`src/rtl/mu0_demux16.sv`:
```
// mu0_demux16: buffered 1-to-2 demultiplexer for the MU0 16-bit datapath.
// Each destination channel owns a 2-entry FIFO with its own valid/ready
// handshake, so a stalled consumer never blocks words already buffered for
// the other channel.

module mu0_demux16_chan #(
    parameter int WIDTH = 16
) (
    input  logic             clk_i,
    input  logic             rst_i,
    input  logic             push_i,
    input  logic [WIDTH-1:0] wdata_i,
    input  logic             ready_i,
    output logic [WIDTH-1:0] data_o,
    output logic             valid_o,
    output logic [1:0]       count_o
);

    logic [WIDTH-1:0] slot0_q, slot1_q;
    logic             wptr_q, rptr_q;
    logic [1:0]       count_q, count_d;
    logic             pop;

    assign valid_o = (count_q != 2'd0);
    assign count_o = count_q;
    assign pop     = valid_o && ready_i;

    // Head word is forced to zero when the channel is empty.
    always_comb begin
        data_o = '0;
        if (valid_o) begin
            data_o = rptr_q ? slot1_q : slot0_q;
        end
    end

    // Occupancy: push and pop in the same cycle cancel out.
    always_comb begin
        count_d = count_q;
        case ({push_i, pop})
            2'b10:   count_d = count_q + 2'd1;
            2'b01:   count_d = count_q - 2'd1;
            default: count_d = count_q;
        endcase
    end

    // Storage, pointers and count; push is only ever asserted when not full.
    always_ff @(posedge clk_i or posedge rst_i) begin
        if (rst_i) begin
            slot0_q <= '0;
            slot1_q <= '0;
            wptr_q  <= 1'b0;
            rptr_q  <= 1'b0;
            count_q <= 2'd0;
        end else begin
            if (push_i) begin
                if (wptr_q) begin
                    slot1_q <= wdata_i;
                end else begin
                    slot0_q <= wdata_i;
                end
                wptr_q <= ~wptr_q;
            end
            if (pop) begin
                rptr_q <= ~rptr_q;
            end
            count_q <= count_d;
        end
    end

endmodule

module mu0_demux16 #(
    parameter int WIDTH = 16
) (
    input  logic             clk_i,
    input  logic             rst_i,
    input  logic [WIDTH-1:0] d_i,
    input  logic             s_i,
    input  logic             d_valid_i,
    output logic             d_ready_o,
    output logic [WIDTH-1:0] a_o,
    output logic             a_valid_o,
    input  logic             a_ready_i,
    output logic [WIDTH-1:0] b_o,
    output logic             b_valid_o,
    input  logic             b_ready_i,
    output logic [1:0]       a_count_o,
    output logic [1:0]       b_count_o
);

    logic push_a, push_b;

    // Ready looks only at the selected channel's registered count, so a pop
    // in the same cycle never opens a full channel (no pass-through).
    always_comb begin
        d_ready_o = s_i ? (b_count_o != 2'd2) : (a_count_o != 2'd2);
        push_a    = d_valid_i && d_ready_o && !s_i;
        push_b    = d_valid_i && d_ready_o &&  s_i;
    end

    mu0_demux16_chan #(.WIDTH(WIDTH)) u_chan_a (
        .clk_i   (clk_i),
        .rst_i   (rst_i),
        .push_i  (push_a),
        .wdata_i (d_i),
        .ready_i (a_ready_i),
        .data_o  (a_o),
        .valid_o (a_valid_o),
        .count_o (a_count_o)
    );

    mu0_demux16_chan #(.WIDTH(WIDTH)) u_chan_b (
        .clk_i   (clk_i),
        .rst_i   (rst_i),
        .push_i  (push_b),
        .wdata_i (d_i),
        .ready_i (b_ready_i),
        .data_o  (b_o),
        .valid_o (b_valid_o),
        .count_o (b_count_o)
    );

endmodule

```
`config.mk`:
```
export PLATFORM = sky130hd
export DESIGN_NAME = mu0_demux16
export DESIGN_NICKNAME = d
export VERILOG_FILES = /design/src/rtl/mu0_demux16.sv
export SDC_FILE = /design/constraint.sdc
export NUM_CORES = 1
export LEC_CHECK = 0
export CORE_MARGIN = 5
export CORE_UTILIZATION = 30
export CTS_CLUSTER_SIZE = 12
export DETAILED_ROUTE_END_ITERATION = 6
export PLACE_DENSITY_LB_ADDON = 0.05
export SYNTH_ARGS = -nofsm -noshare
export SYNTH_HDL_FRONTEND = slang
export SYNTH_SLANG_ARGS = --single-unit
```
`constraint.sdc`:
```
create_clock -name clk_i -period 5.96 [get_ports clk_i]
set_input_delay 1.192 -clock clk_i [delete_from_list [all_inputs] [get_ports clk_i]]
set_output_delay 1.192 -clock clk_i [all_outputs]
set_load 0.005 [all_outputs]
```
==> results.toml, run 1 <==
[timing]
fmax_ghz = 0.276
fin_crit_ns = 3.63
setup_viol = 0
worstMarginPinSlew_ns = 1.08
final.period_utilization_pct = 60.8
finalMaxSlewViolations = 0
slew_headroom_pct = 28.0
rsz0062_at_grt = "false"
skew_ns = 0.00799
hold_viol = 0
finalSetupTns_ns = 0

[yosys]
yosys.area.top_type = "dfrtp_1"
yosysSeqAreaShare_pct = 54.6
synthArstFlopShare_pct = 100
synth_ff_type = "dfrtp_1"
synth.most_common_cell = "dfrtp_1"
synthCells = 246
yosys-top-cells-count = "dfrtp_1 (72), mux2_2 (54), nor2_1 (37), mux2i_1 (32), mux2_4 (10)"
synthTopCellsByArea = "dfrtp_1 (55%), mux2_2 (18%), mux2i_1 (9.7%), mux2_4 (4.6%), nor2_1 (4.2%)"
yosysUniqueCellTypes = 20
ys_warn_count = 0
synth-edff-count = 0
syn_nets = 270
ys_seq_elements = 72
synth_top_cell_area_share_pct = 54.6
synth.avg_cell_area_um2 = 13.4
syn_area_um2 = 3300

[pwr]
p_per_area_nw_per_um2 = 587
ir_worst_vdd_v = 0.000201
p_total_w = 0.00251
p_leak_nw = 1.88

[critical_path]
startpoint_type = "input pin"
crit_required_ns = 4.77
critical_path_class = "in2out"
worstSetupEndpoint = "d_ready_o"
path_max_fanout = 6
ff2ff_path_depth = 6
startpoint = "s_i"
r2r_slack_ns = 3.81
cp_data_arrival_time_ns = 2.43
reg2reg_to = "u_chan_b.count_o[1]"
end_kind = "output port"
timing.rr.start = "u_chan_b.count_o[0]"

[finish]
fillerInstances = 1049
area_delta_synth_final_pct = 29.5
fin_nets = 332
n_antenna_cell = 0
drive_gt1_share_pct = 27.8

[cts]
cts-resized-gates = 0
clkTransAtPathRegs_ns = 0.07
htree_levels = 3
clk_path_buf_depth = 2
numClockSinks = 72
clkLatencyLatePin_ns = 0.35
post_cts_buffers = 0
clockRootBuffer = "clkbuf_8"
cts_tree = "built"
cts_made_buffers = 9
ctsHoldBuffers = 0

[floorplanning]
io_pins = 61
dieWidth_um = 115
die_area_um2 = 13200
rows = 38
die_h_um = 115
core-area_um2 = 10800
start_util_pct = 30.6

[grt]
grt_pass1_wl_um = 12500
grt_use_total_pct = 12.6
grt-ovfl-total = 0
grt_pass1_vias = 2151
antenna_found_initial = 0
grt_start_max_net_pins = 44

[route]
wl_per_cell_um = 16.9
top_layer = "met4"
drc = 0
finalWirelength_um = 7680
drt-pass1-iter-count = 4
wl_met3_um = 324
drtIter0Drc = 48
ant_nets = 0
num_vias = 2027
wl_met2_um = 3490
met1_length_um = 3770
viasPerCell = 4.47

[placement]
routabilityCongestion = 0.693
port-buffer-count = 60
dp_hpwl_um = 4760

[min_path]
hold_path_class = "reg2reg"

[outcome]
status = "completed"

[job]
cap_violations = 0
## sequential cells by signal, indices dropped and copies added, names as in the netlist
name and flops:
u_chan_a.slot0_q 16, u_chan_a.slot1_q 16, u_chan_b.slot0_q 16, u_chan_b.slot1_q 16
u_chan_a.count_o 2, u_chan_b.count_o 2, u_chan_a.rptr_q 1, u_chan_a.wptr_q 1
u_chan_b.rptr_q 1, u_chan_b.wptr_q 1
## routing by layer
metal  vias to the layer above  global-route usage, %
met5                         -                      0
met4                         0                   3.29
met3                         7                   4.16
met2                        43                   18.6
met1                      1011                   17.9
li1                        966                      -
## through the flow
step                      setup slack [ns]  area [um^2]  hold WS [ns]  cells  utilization, %
after global placement                2.34         4050         0.488    437            37.5
after detailed placement              2.34         4050         0.494    437            37.5
final                                 2.33         4270         0.508    453            39.6
after floorplan                       2.94         3300         0.477    246               -
after global routing                  2.27         4270         0.521    453            39.6
after CTS                             2.33         4270         0.511    453            39.6
## how the worst min path moves through the flow
stage                         startpoint  slack [ns]              endpoint  depth (start not counted)
floorplan                u_chan_a.wptr_q        0.48       u_chan_a.wptr_q                          1
global placement    u_chan_b.slot0_q[13]        0.49  u_chan_b.slot0_q[13]                          1
detailed placement  u_chan_b.slot0_q[15]        0.49  u_chan_b.slot0_q[15]                          1
CTS                 u_chan_b.slot0_q[15]        0.51  u_chan_b.slot0_q[15]                          1
global route         u_chan_a.slot0_q[1]        0.52   u_chan_a.slot0_q[1]                          1
finish              u_chan_b.slot0_q[15]        0.51  u_chan_b.slot0_q[15]                          1
## cell families after synthesis
| logic type | count (synthesis) | share of synthesized area, % |
|---|---|---|
| muxes | 96 | 32.7 |
| DFF | 72 | 54.6 |
| and+or+nand+nor | 51 | 7.06 |
| buffers and inverters | 14 | 2.05 |
| xor gates and xnor gates | 10 | 2.66 |
| adders and majority gates | 2 | 0.759 |
| AOI/OAI and AO/OA | 1 | 0.152 |
## report_power, final
group | leakage (nW) | switching (W) | internal [W]
clock | 0.112 | 0.000191 | 0.000245
sequential | 0.854 | 0.000206 | 0.000738
combinational | 0.910 | 0.000395 | 0.000731
## area by class of cell
type | count | area (um^2) | share of cell area [%]
flip-flops and latches | 72 | 1800 | 42.2
clock inverters | 6 | 82.6 | 1.93
clock buffers | 10 | 138 | 3.22
well taps | 140 | 175 | 4.10
multi-input cells | 160 | 1450 | 33.9
repair buffers | 62 | 616 | 14.4
inverters | 3 | 11.3 | 0.264
## worst max-delay path: stages
cell and delay (ns):
clkdlybuf4s50_1 0.55, nor2_1 0.07, a21oi_1 0.11, clkdlybuf4s50_1 0.51
## placed cells by master, fill, tap and decap left out, types with 3 or more instances in the layout
master / count
mux2i_1: 32
mux2_2: 54
xnor2_1: 6
nand2b_1: 4
clkbuf_8: 10
dfrtp_1: 72
nor2_1: 35
mux2_4: 10
clkdlybuf4s50_1: 60
clkinv_2: 3
xor2_1: 4
nor2b_1: 4
No activity file was read; power rests on OpenSTA's default activity.
==> run 2, diff against run 1 <==
- clock period: 5.96 -> 3.5 ns (I/O delays scaled with it)
==> run 2 against run 1 <==
Total power up 75%. Sequential share of layout area decreased by 0.82 points. Core utilization up 0.79 points. Critical path type is now reg2out. Largest cell class unchanged.
==> results.toml, run 2 (synthesis results as in run 1) <==
[placement]
placed_area_um2 = 4100
dp_hpwl_um = 5150
dp_slack_ns = 0.670
port-buffer-count = 60
post-place-cells = 444
routabilityCongestion = 0.703

[finish]
fin_area_um2 = 4360
layout_commonest_cell = "dfrtp_1"
n_antenna_cell = 0
final_cell_mix = "dfrtp_1 (72), clkdlybuf4s50_1 (60), mux2_2 (54), nor2_1 (35), mux2i_1 (32)"
area_delta_synth_final_pct = 32.1
multi_input_area_um2 = 1450
final-seq-area_um2 = 1800
fin_nets = 339
stdcell_count = 460
drive_gt1_share_pct = 29.4
final_core_util_pct = 40.4
fillerInstances = 1068

[critical_path]
end_kind = "output port"
startpoint_type = "register"
crit_required_ns = 2.80
critical_path_class = "reg2out"
cp_data_arrival_time_ns = 2.23
path_max_fanout = 17

[grt]
grt_pass1_vias = 2201
grt_start_max_net_pins = 31
grt_pass1_wl_um = 12200
antenna_found_initial = 0
grt-ovfl-total = 0
grt_use_total_pct = 12.2

[cts]
cts-resized-gates = 0
ctsHoldBuffers = 0
post_cts_buffers = 0
htree_levels = 3
clkTransAtPathRegs_ns = 0.08
cts_made_buffers = 9
clkLatencyLatePin_ns = 0.34
clockRootBuffer = "clkbuf_8"
cts_tree = "built"
clk_path_buf_depth = 2
numClockSinks = 72

[timing]
final.period_utilization_pct = 83.8
slew_headroom_pct = 32.0
worstMarginPinSlew_ns = 1.02
finalMaxSlewViolations = 0
fmax_ghz = 0.341
fin_ws_ns = 0.567
rsz0062_at_grt = "false"
finalSetupTns_ns = 0
setup_viol = 0
fin_crit_ns = 2.93
skew_ns = 0.0111
hold_viol = 0

[min_path]
hold_path_class = "reg2reg"

[floorplanning]
dieWidth_um = 115
io_pins = 61
start_util_pct = 30.6
core-area_um2 = 10800
die_h_um = 115
rows = 38
die_area_um2 = 13200

[outcome]
status = "completed"

[route]
num_vias = 2068
ant_nets = 0
drc = 0
drtIter0Drc = 32
viasPerCell = 4.50
wl_per_cell_um = 16.4
finalWirelength_um = 7550
drt-pass1-iter-count = 4

[pwr]
p_per_area_nw_per_um2 = 1010
p_leak_nw = 1.92
ir_worst_vdd_v = 0.000343

[job]
cap_violations = 0
[run 2: metal layers]
layer  vias to the layer above  wire length (um)  global-route usage [%]
met2                        43              3420                    18.2
met3                         4               346                    4.21
met5                         -                 0                       0
li1                        981                 -                       -
met1                      1040              3730                    16.9
met4                         0                55                    3.05
[run 2: final timing paths]
check / from / to / slack (ns) / cells past startpoint
min reg2reg: u_chan_a.slot0_q[5] / u_chan_a.slot0_q[5] / 0.51 / 1
min in group asynchronous: rst_i / u_chan_b.slot0_q[12] / 0.78 / 2
max: u_chan_a.rptr_q / a_o[8] / 0.57 / 3
max reg2reg: u_chan_a.count_o[0] / u_chan_a.slot1_q[12] / 1.42 / 3
min: u_chan_a.slot0_q[5] / u_chan_a.slot0_q[5] / 0.51 / 1
max in group asynchronous: rst_i / u_chan_b.slot0_q[15] / 1.93 / 3
[run 2: stage by stage]
step	power, W	hold WS [ns]
detailed placement	0.00363	0.495
finish	0.00438	0.507
floorplan	0.00261	0.477
global route	0.00471	0.522
global placement	0.00361	0.487
CTS	0.00448	0.513
[run 2: layout make-up]
cell class | count | share of cell area [%]
clock buffers | 10 | 3.16
clock inverters | 6 | 2.64
multi-input cells | 160 | 33.2
flip-flops and latches | 72 | 41.4
well taps | 140 | 4.02
inverters | 3 | 0.259
repair buffers | 69 | 15.3
[run 2: where the power goes]
group | switching (W) | total, W | internal (W)
clock | 0.000328 | 0.000825 | 0.000497
combinational | 0.000729 | 0.00200 | 0.00127
sequential | 0.000298 | 0.00156 | 0.00126
[run 2: critical path: stages, from the launching register on]
cell,delay [ns]
dfrtp_1,1.02
mux2i_1,0.17
nor2_1,0.16
clkdlybuf4s50_1,0.54
==> run 3, diff against run 2 <==
- clock period: 3.5 -> 2.85 ns (I/O delays scaled with it)
==> run 3 against run 2 <==
Combinational power rose by 28%. Clock-buffer cell count stayed put. Worst setup slack lost 0.26 ns. Global-route usage is 0.16 points higher. Total power grew 21%. Critical path type unchanged. Sequential share of layout area is 0.19 points lower. First-iteration DRC count shrank 6.3%. Non-clock buffer count is 2 higher. Core utilization is 0.19 points higher. Sequential power up 20%. Cell count up 0.43%. Clock skew is 0.0038 ns lower.
==> results.toml, run 3 (synthesis results as in run 1) <==
[placement]
routabilityCongestion = 0.727
placed_area_um2 = 4160
port-buffer-count = 60
dp_hpwl_um = 4960
post-place-cells = 446

[critical_path]
critical_path.slowest_cell = "dfrtp_1"
crit_required_ns = 2.28
crit_family = "buffers and inverters"
critPathBufInv = 2
path_max_fanout = 12
startpoint_type = "register"
end_kind = "output port"
cp_cell_sequence = "buf_12, mux2i_1, nor2_1, clkdlybuf4s50_1"
critical_path_class = "reg2out"
cp_data_arrival_time_ns = 1.97
slowest_delay_ns = 0.62

[route]
wl_per_cell_um = 16.5
num_vias = 2068
viasPerCell = 4.48
drt-pass1-iter-count = 4
ant_nets = 0
drtIter0Drc = 30
finalWirelength_um = 7610
drc = 0

[finish]
multi_input_area_um2 = 1450
layout_commonest_cell = "dfrtp_1"
final-seq-area_um2 = 1800
drive_gt1_share_pct = 29.5
final_cell_mix = "dfrtp_1 (72), clkdlybuf4s50_1 (60), mux2_2 (54), nor2_1 (35), mux2i_1 (32)"
fillerInstances = 1051
fin_nets = 341
area_delta_synth_final_pct = 32.7
n_antenna_cell = 0
stdcell_count = 462
fin_area_um2 = 4380

[cts]
clkLatencyLatePin_ns = 0.34
htree_levels = 3
numClockSinks = 72
clkTransAtPathRegs_ns = 0.08
cts_made_buffers = 9
cts_tree = "built"
clockRootBuffer = "clkbuf_8"
post_cts_buffers = 0
ctsHoldBuffers = 0
clk_path_buf_depth = 2
cts-resized-gates = 0

[floorplanning]
core-area_um2 = 10800
start_util_pct = 30.6
rows = 38
die_area_um2 = 13200
io_pins = 61
die_h_um = 115
dieWidth_um = 115

[job]
cap_violations = 0

[pwr]
ir_worst_vdd_v = 0.000406
intPower_w = 0.00364
p_sw_share_pct = 31.6
pwr-share-comb_pct = 47.9
clkPwrFrac_pct = 17.0
netSwitchingPower_w = 0.00168
p_leak_nw = 1.93
p_per_area_nw_per_um2 = 1220
seqPwrFrac_pct = 35.1

[grt]
grt_pass1_vias = 2254
antenna_found_initial = 0
grt_pass1_wl_um = 12500
grt-ovfl-total = 0
grt_use_total_pct = 12.3
grt_start_max_net_pins = 73

[timing]
worstMarginPinSlew_ns = 0.440
finalSetupTns_ns = 0
fin_crit_ns = 2.54
fmax_ghz = 0.394
hold_viol = 0
finalMaxSlewViolations = 0
setup_viol = 0
rsz0062_at_grt = "false"
final.period_utilization_pct = 89.1
slew_headroom_pct = 70.7
skew_ns = 0.00728

[min_path]
hold_path_class = "reg2reg"

[outcome]
status = "completed"
[run 3: routing by layer]
layer  vias up  GRT usage [%]  share of wire (%)
li1        983              -                  -
met1      1039           17.6                 51
met2        40           18.2                 44
met3         6           3.63                4.4
met4         0           3.52               0.85
met5         -              0                  0
[run 3: area by class of cell]
type / count / area share (%)
Timing Repair Buffer: 71 / 16.5
Tap cell: 140 / 4.00
Clock buffer: 10 / 2.92
Clock inverter: 6 / 2.12
Sequential cell: 72 / 41.2
Multi-Input combinational cell: 160 / 33.1
Inverter: 3 / 0.257
[run 3: path summary, 6_finish.rpt]
check | start | slack [ns] | cells past startpoint | to
max | u_chan_b.rptr_q | 0.31 | 4 | b_o[11]
min | u_chan_a.slot0_q[7] | 0.51 | 1 | u_chan_a.slot0_q[7]
max reg2reg | u_chan_a.count_o[1] | 1.00 | 4 | u_chan_a.slot1_q[3]
min reg2reg | u_chan_a.slot0_q[7] | 0.51 | 1 | u_chan_a.slot0_q[7]
max in group asynchronous | rst_i | 1.88 | 3 | u_chan_a.slot1_q[12]
min in group asynchronous | rst_i | 0.64 | 3 | u_chan_a.count_o[1]
[run 3: metrics by stage]
step / power [W] / hold slack [ns] / worst slack [ns] / util (%)
global placement: 0.00447 / 0.487 / 0.368 / 38.5
global route: 0.00574 / 0.518 / 0.205 / 40.5
detailed placement: 0.00450 / 0.493 / 0.349 / 38.5
CTS: 0.00544 / 0.512 / 0.253 / 40.5
floorplan: 0.00320 / 0.477 / 0.455 / -
finish: 0.00532 / 0.508 / 0.312 / 40.5
[run 3: power groups by stage]
stage | logic [W] | registers [W] | clock network [W]
6_report | 0.00255 | 0.00187 | 0.000904
5_1_grt | 0.00281 | 0.00194 | 0.000983
4_1_cts | 0.00262 | 0.00187 | 0.000943
3_5_place_dp | 0.00261 | 0.00189 | 0
3_3_place_gp | 0.00259 | 0.00188 | 0
2_1_floorplan | 0.00142 | 0.00178 | 0
[run 3: worst register-to-register path, delay by kind of cell, from the launching register on]
kind,cells,cell delay (ns)
buffers and inverters,1,0.23
muxes,1,0.30
and+or+nand+nor,2,0.75
DFF,1,0.45
